[src/rtl/csum_fold.sv]
`default_nettype none
// ============================================================================
// Module      : csum_fold
// Description : Combinational 3-input 16-bit ones'-complement adder.
// Revision    : 1.0 - initial release
// ============================================================================
module csum_fold (
    input  wire logic [15:0] i_acc,
    input  wire logic [15:0] i_hi,
    input  wire logic [15:0] i_lo,
    output logic      [15:0] o_sum
);

    logic [17:0] w_s;
    logic [16:0] w_t;

    // Two end-around carry stages absorb the up-to-2-bit overflow of 3 addends
    assign w_s   = {2'b00, i_acc} + {2'b00, i_hi} + {2'b00, i_lo};
    assign w_t   = {1'b0, w_s[15:0]} + {15'd0, w_s[17:16]};
    assign o_sum = w_t[15:0] + {15'd0, w_t[16]};

endmodule
`default_nettype wire

[config.mk]
export PLATFORM = sky130hd
export DESIGN_NAME = csum_fold
export DESIGN_NICKNAME = d
export VERILOG_FILES = /design/src/rtl/csum_fold.sv
export SDC_FILE = /design/constraint.sdc
export NUM_CORES = 1
export LEC_CHECK = 0
export ABC_CLOCK_PERIOD_IN_PS = 21700
export BUFFER_PORTS_ARGS = -buffer_cell sky130_fd_sc_hd__buf_2
export CAP_MARGIN = 25
export CORE_ASPECT_RATIO = 0.8
export CORE_MARGIN = 2
export CORE_UTILIZATION = 45
export DETAILED_ROUTE_END_ITERATION = 12
export PLACE_DENSITY = 0.71
export REMOVE_ABC_BUFFERS = 1
export SYNTH_ARGS = -nofsm -noshare
export SYNTH_HDL_FRONTEND = slang
export SYNTH_SLANG_ARGS = --single-unit
[constraint.sdc]
create_clock -name vclk -period 21.7
set_input_delay 4.34 -clock vclk [all_inputs]
set_output_delay 4.34 -clock vclk [all_outputs]
set_load 0.05 [all_outputs]
==> results.ini, run 1 <==
[route]
vias=1970
drcViolationCount=0
ant_nets=0
firstDrtPassIters=4
avgViaCountPerCell=5.56
wl_um=4380
drt_iter0_markers=89
wl_per_cell_um=12.4

[logic_synthesis]
yosysWarnings=0
synth.avg_cell_area_um2=8.77
ys_seq_area_share_pct=0
synth_cells=238
ys_types=74
synth_area_um2=2090

[floorplan]
placementRows=22
die_y_um=64.9
start_util_pct=46.2
die_area_um2=5200
die_x_um=80.1
ios=64
core_um2=4510

[critical_path]
critical_path_arrival_ns=10.51
required_ns=17.36
critPathLaunchType=input port
endpoint_kind=output port
path_max_fanout=8
critPathKind=input port to output port
slowest_stage=fa_1
cpPeakStageDelay_ns=0.47

[grt]
gr-total-overflow=0
grt_pass1_vias=1747
antenna_found_initial=0
grt_max_degree=10
grt_first_pass_wirelength_um=7530
grt_use_total_pct=17.1

[min_path]
hp-class=input port to output port

[power_and_ir_drop]
p_leak_nw=1.04
total_power_uw=222
power_density_nw_per_um2=91.8
vdd_drop_max_mv=0.0743

[sta]
hold_viol=0
fin_ws_ns=6.85
rsz0062_at_grt=false
setup_viol=0
drv_slew=0
relSlewSlack_pct=53.5
tns_ns=0
tightestPinTransition_ns=0.692
fin_crit_sh_pct=68.4
period_needed_ns=14.85
maxClockFrequency_ghz=0.0673

[placed_design]
dp_cells=354
pre_cts_slack_ns=6.83
hpwlAfterDp_um=3840
placed_cell_area_um2=2420
gp_congestion=0.826
numPortBuffers=64

[cells_and_area]
seq_area_um2=0
nets=381
layout.cells.non_filler=354
seq_cells=0
postLayoutCellArea_um2=2420
antenna_cells=0
area_delta_synth_final_pct=15.9
clockBufferCount=0
drive_gt1_share_pct=32.7
fillers=443

[clock_network]
cts_setup_buffers=0
post_cts_resized=0
postCtsHoldBufs=0

[job]
max-cap-violations=0

[outcome]
status=completed

[per-layer routing]
layer / track usage, % / up-vias / routed length (um)
li1: - / 996 / -
met2: 30.0 / 52 / 2040
met4: 0 / 0 / 0
met3: 0 / 0 / 239
met1: 25.2 / 922 / 2100
met5: 0 / - / 0
[per-stage QoR]
step	hold WS (ns)	util [%]
after floorplan	9.31	-
final	9.44	53.6
after global routing	9.50	53.6
after detailed placement	9.43	53.6
after global placement	9.45	53.6
after CTS	9.45	53.6
[critical path: cells and delay by family]
family,cells,cell delay [ns]
AO/OA/AOI/OAI,10,1.94
XOR/XNOR,1,0.15
adder cells (fa/ha/maj),5,1.61
buffers and inverters,2,0.41
AND/OR/NAND/NOR,10,2.08
[final timing paths]
| path | startpoint | end | slack [ns] | cells after the start |
|---|---|---|---|---|
| setup / recovery | i_acc[8] | o_sum[15] | 6.85 | 28 |
| hold / removal | i_lo[0] | o_sum[0] | 9.44 | 5 |
[report_power, final]
part | switching, mW | internal, mW | leakage [nW]
sequential | 0 | 0 | 0
clock | 0 | 0 | 0
combinational | 0.148 | 0.0735 | 1.04
total | 0.148 | 0.0735 | 1.04
[kinds of logic (layout without fill, tap and decap cells)]
logic type	count (synthesis)	count (layout)	share of synthesized area [%]
xor+xnor	28	28	13.1
simple gates	89	89	26.3
compound gates	64	64	25.8
buf+inv	18	74	4.86
mux	2	2	1.20
fa+ha+maj	37	37	28.7
[cells in the mapped netlist (all sizes together), types with 4 or more instances]
library cell / number / share of area, %
a21o: 6 / 2.2
a21oi: 10 / 2.4
and2: 4 / 1.3
buf: 4 / 1.4
fa: 18 / 17
ha: 19 / 11
inv: 10 / 1.8
nand2: 13 / 2.7
nand3: 8 / 2.2
nand3b: 5 / 1.8
nor2: 20 / 3.6
nor3: 10 / 2.9
nor4: 4 / 1.9
o21ai: 12 / 3.2
or2: 5 / 1.5
xnor2: 13 / 5.8
xor2: 14 / 6.2
[cells in the final DEF (no fill, tap or decap), drive strengths merged, types with 6 or more instances in the layout]
cell,synthesis,final
buf,4,64
nor2,20,20
ha,19,19
fa,18,18
xor2,14,14
xnor2,13,13
nand2,13,13
o21ai,12,12
inv,10,10
a21oi,10,10
nor3,10,10
nand3,8,8
a21o,6,6
[layout make-up]
cell class	instances	area, um2	area share (%)
repair buffers	64	320	13.2
inverters	10	37.5	1.55
multi-input cells	220	1990	82.1
well taps	60	75.1	3.10
Power figures use the tool's default switching activity.
==> inputs of run 2 (changes only) <==
--- a/config.mk
+++ b/config.mk
@@ -5,7 +5,7 @@
 export SDC_FILE = /design/constraint.sdc
 export NUM_CORES = 1
 export LEC_CHECK = 0
-export ABC_CLOCK_PERIOD_IN_PS = 21700
+export ABC_CLOCK_PERIOD_IN_PS = 13910
 export BUFFER_PORTS_ARGS = -buffer_cell sky130_fd_sc_hd__buf_2
 export CAP_MARGIN = 25
 export CORE_ASPECT_RATIO = 0.8
==> constraint.sdc (replaced) <==
create_clock -name vclk -period 13.91
set_input_delay 2.782 -clock vclk [all_inputs]
set_output_delay 2.782 -clock vclk [all_outputs]
set_load 0.05 [all_outputs]
==> run 2 against run 1 <==
  * Global-route usage increased by 0.36 points
  * First-iteration DRC count decreased by 21%
  * Power increased by 56%
  * Non-clock buffer count unchanged
  * Design area unchanged
  * Worst setup slack got worse by 4.7 ns
  * Routed wire length increased by 0.78%
  * Largest power group unchanged
==> results.ini, run 2 (synthesized netlist as in run 1, its figures left out) <==
[cells_and_area]
area_delta_synth_final_pct=15.9  ; unchanged
seq_cells=0  ; unchanged
antenna_cells=0  ; unchanged
clockBufferCount=0  ; unchanged
postLayoutCellArea_um2=2420  ; unchanged
drive_gt1_share_pct=32.7  ; unchanged
fillers=471  ; was 443
nets=381  ; unchanged
final_cell_mix=buf_2, nor2_1, ha_1, fa_1, xor2_1  ; unchanged
layout.cells.non_filler=354  ; unchanged
seq_area_um2=0  ; unchanged
final_common_cell=buf_2  ; unchanged

[power_and_ir_drop]
p_leak_nw=1.04  ; unchanged
vdd_drop_max_mv=0.121  ; was 0.0743 mV
power_density_nw_per_um2=144  ; was 91.8 nW/um2
total_power_uw=347  ; was 222 uW

[floorplan]
die_area_um2=5200  ; unchanged
ios=64  ; unchanged
core_um2=4510  ; unchanged
start_util_pct=46.2  ; unchanged
die_y_um=64.9  ; unchanged
placementRows=22  ; unchanged
die_x_um=80.1  ; unchanged

[clock_network]
postCtsHoldBufs=0  ; unchanged
post_cts_resized=0  ; unchanged
cts_setup_buffers=0  ; unchanged

[sta]
tns_ns=0  ; unchanged
rsz0062_at_grt=false  ; unchanged
relSlewSlack_pct=58.8  ; was 53.5%
fin_crit_sh_pct=84.4
drv_slew=0  ; unchanged
hold_ws_ns=6.33  ; was 9.44 ns
setup_viol=0  ; unchanged
period_needed_ns=11.74
hold_viol=0  ; unchanged
maxClockFrequency_ghz=0.0852
tightestPinTransition_ns=0.614  ; was 0.692 ns

[critical_path]
path_max_fanout=8  ; unchanged
endpoint_kind=output port  ; unchanged
critical_path_arrival_ns=8.95  ; was 10.51 ns
critPathKind=input port to output port  ; unchanged
critPathLaunchType=input port  ; unchanged
required_ns=11.13  ; was 17.36 ns

[grt]
antenna_found_initial=0  ; unchanged
grt_pass1_vias=1727  ; was 1747
grt_max_degree=10  ; unchanged
grt_first_pass_wirelength_um=7590  ; was 7530 um
grt_use_total_pct=17.5  ; was 17.1%
gr-total-overflow=0  ; unchanged

[route]
drt_iter0_markers=70  ; was 89
firstDrtPassIters=4  ; unchanged
wl_per_cell_um=12.5  ; was 12.4 um
avgViaCountPerCell=5.53  ; was 5.56
wl_um=4420  ; was 4380 um
ant_nets=0  ; unchanged
drcViolationCount=0  ; unchanged
vias=1957  ; was 1970

[outcome]
status=completed  ; unchanged

[placed_design]
placed_cell_area_um2=2420  ; unchanged
gp_congestion=0.828  ; was 0.826
hpwlAfterDp_um=3890  ; was 3840 um
dp_cells=354  ; unchanged
numPortBuffers=64  ; unchanged

[job]
max-cap-violations=0  ; unchanged

[min_path]
hp-class=input port to output port  ; unchanged

run 2: cell counts in the layout (fill, tap and decap cells not counted):
Identical to the previous run, type by type.
run 2: worst paths after layout:
| check | from | to | slack (ns) | depth (start not counted) |
|---|---|---|---|---|
| worst max-delay path | i_acc[8] | o_sum[15] | 2.17 | 28 |
| worst min-delay path | i_lo[0] | o_sum[0] | 6.33 | 5 |
run 2: per-layer routing:
layer	GRT usage [%]	share of wire [%]	vias to the layer above
li1	-	-	997
met2	30.0	46	51
met5	0	0	-
met4	0.636	0.32	0
met3	0.279	4.5	2
met1	25.8	50	907
run 2: area by class of cell:
type                            instances  area (um2)  area share (%)
Inverter                               10        37.5            1.55
Multi-Input combinational cell        220        1990            82.1
Tap cell                               60        75.1            3.10
Timing Repair Buffer                   64         320            13.2
run 2: report_power, final:
part,internal (mW),total [mW],switching (mW)
Clock,0,0,0
Sequential,0,0,0
Combinational,0.115,0.347,0.232
run 2: worst max-delay path, stage by stage:
cell and delay, ns:
buf_2 0.11, fa_1 0.47, ha_1 0.44, o211ai_1 0.20, a21boi_0 0.34, o21ai_0 0.17, a21oi_1 0.22, o21ai_0 0.11
a21oi_1 0.19, o21ai_0 0.10, nand2b_1 0.09, xor2_1 0.15, ha_1 0.20, fa_1 0.27, o2111ai_2 0.15, nor4_4 0.35
nand3_1 0.15, or2_2 0.32, nor4_1 0.29, ha_1 0.23, and3_1 0.19, and2_1 0.17, nand3_1 0.16, nor3_2 0.23
nand2_1 0.10, o31a_1 0.26, o31ai_1 0.21, buf_2 0.31
run 2: metrics by stage:
step	setup slack, ns	util [%]
6_report	2.17	53.6
5_1_grt	1.43	53.6
4_1_cts	2.12	53.6
3_5_place_dp	2.16	53.6
3_3_place_gp	2.31	53.6
2_1_floorplan	2.31	-
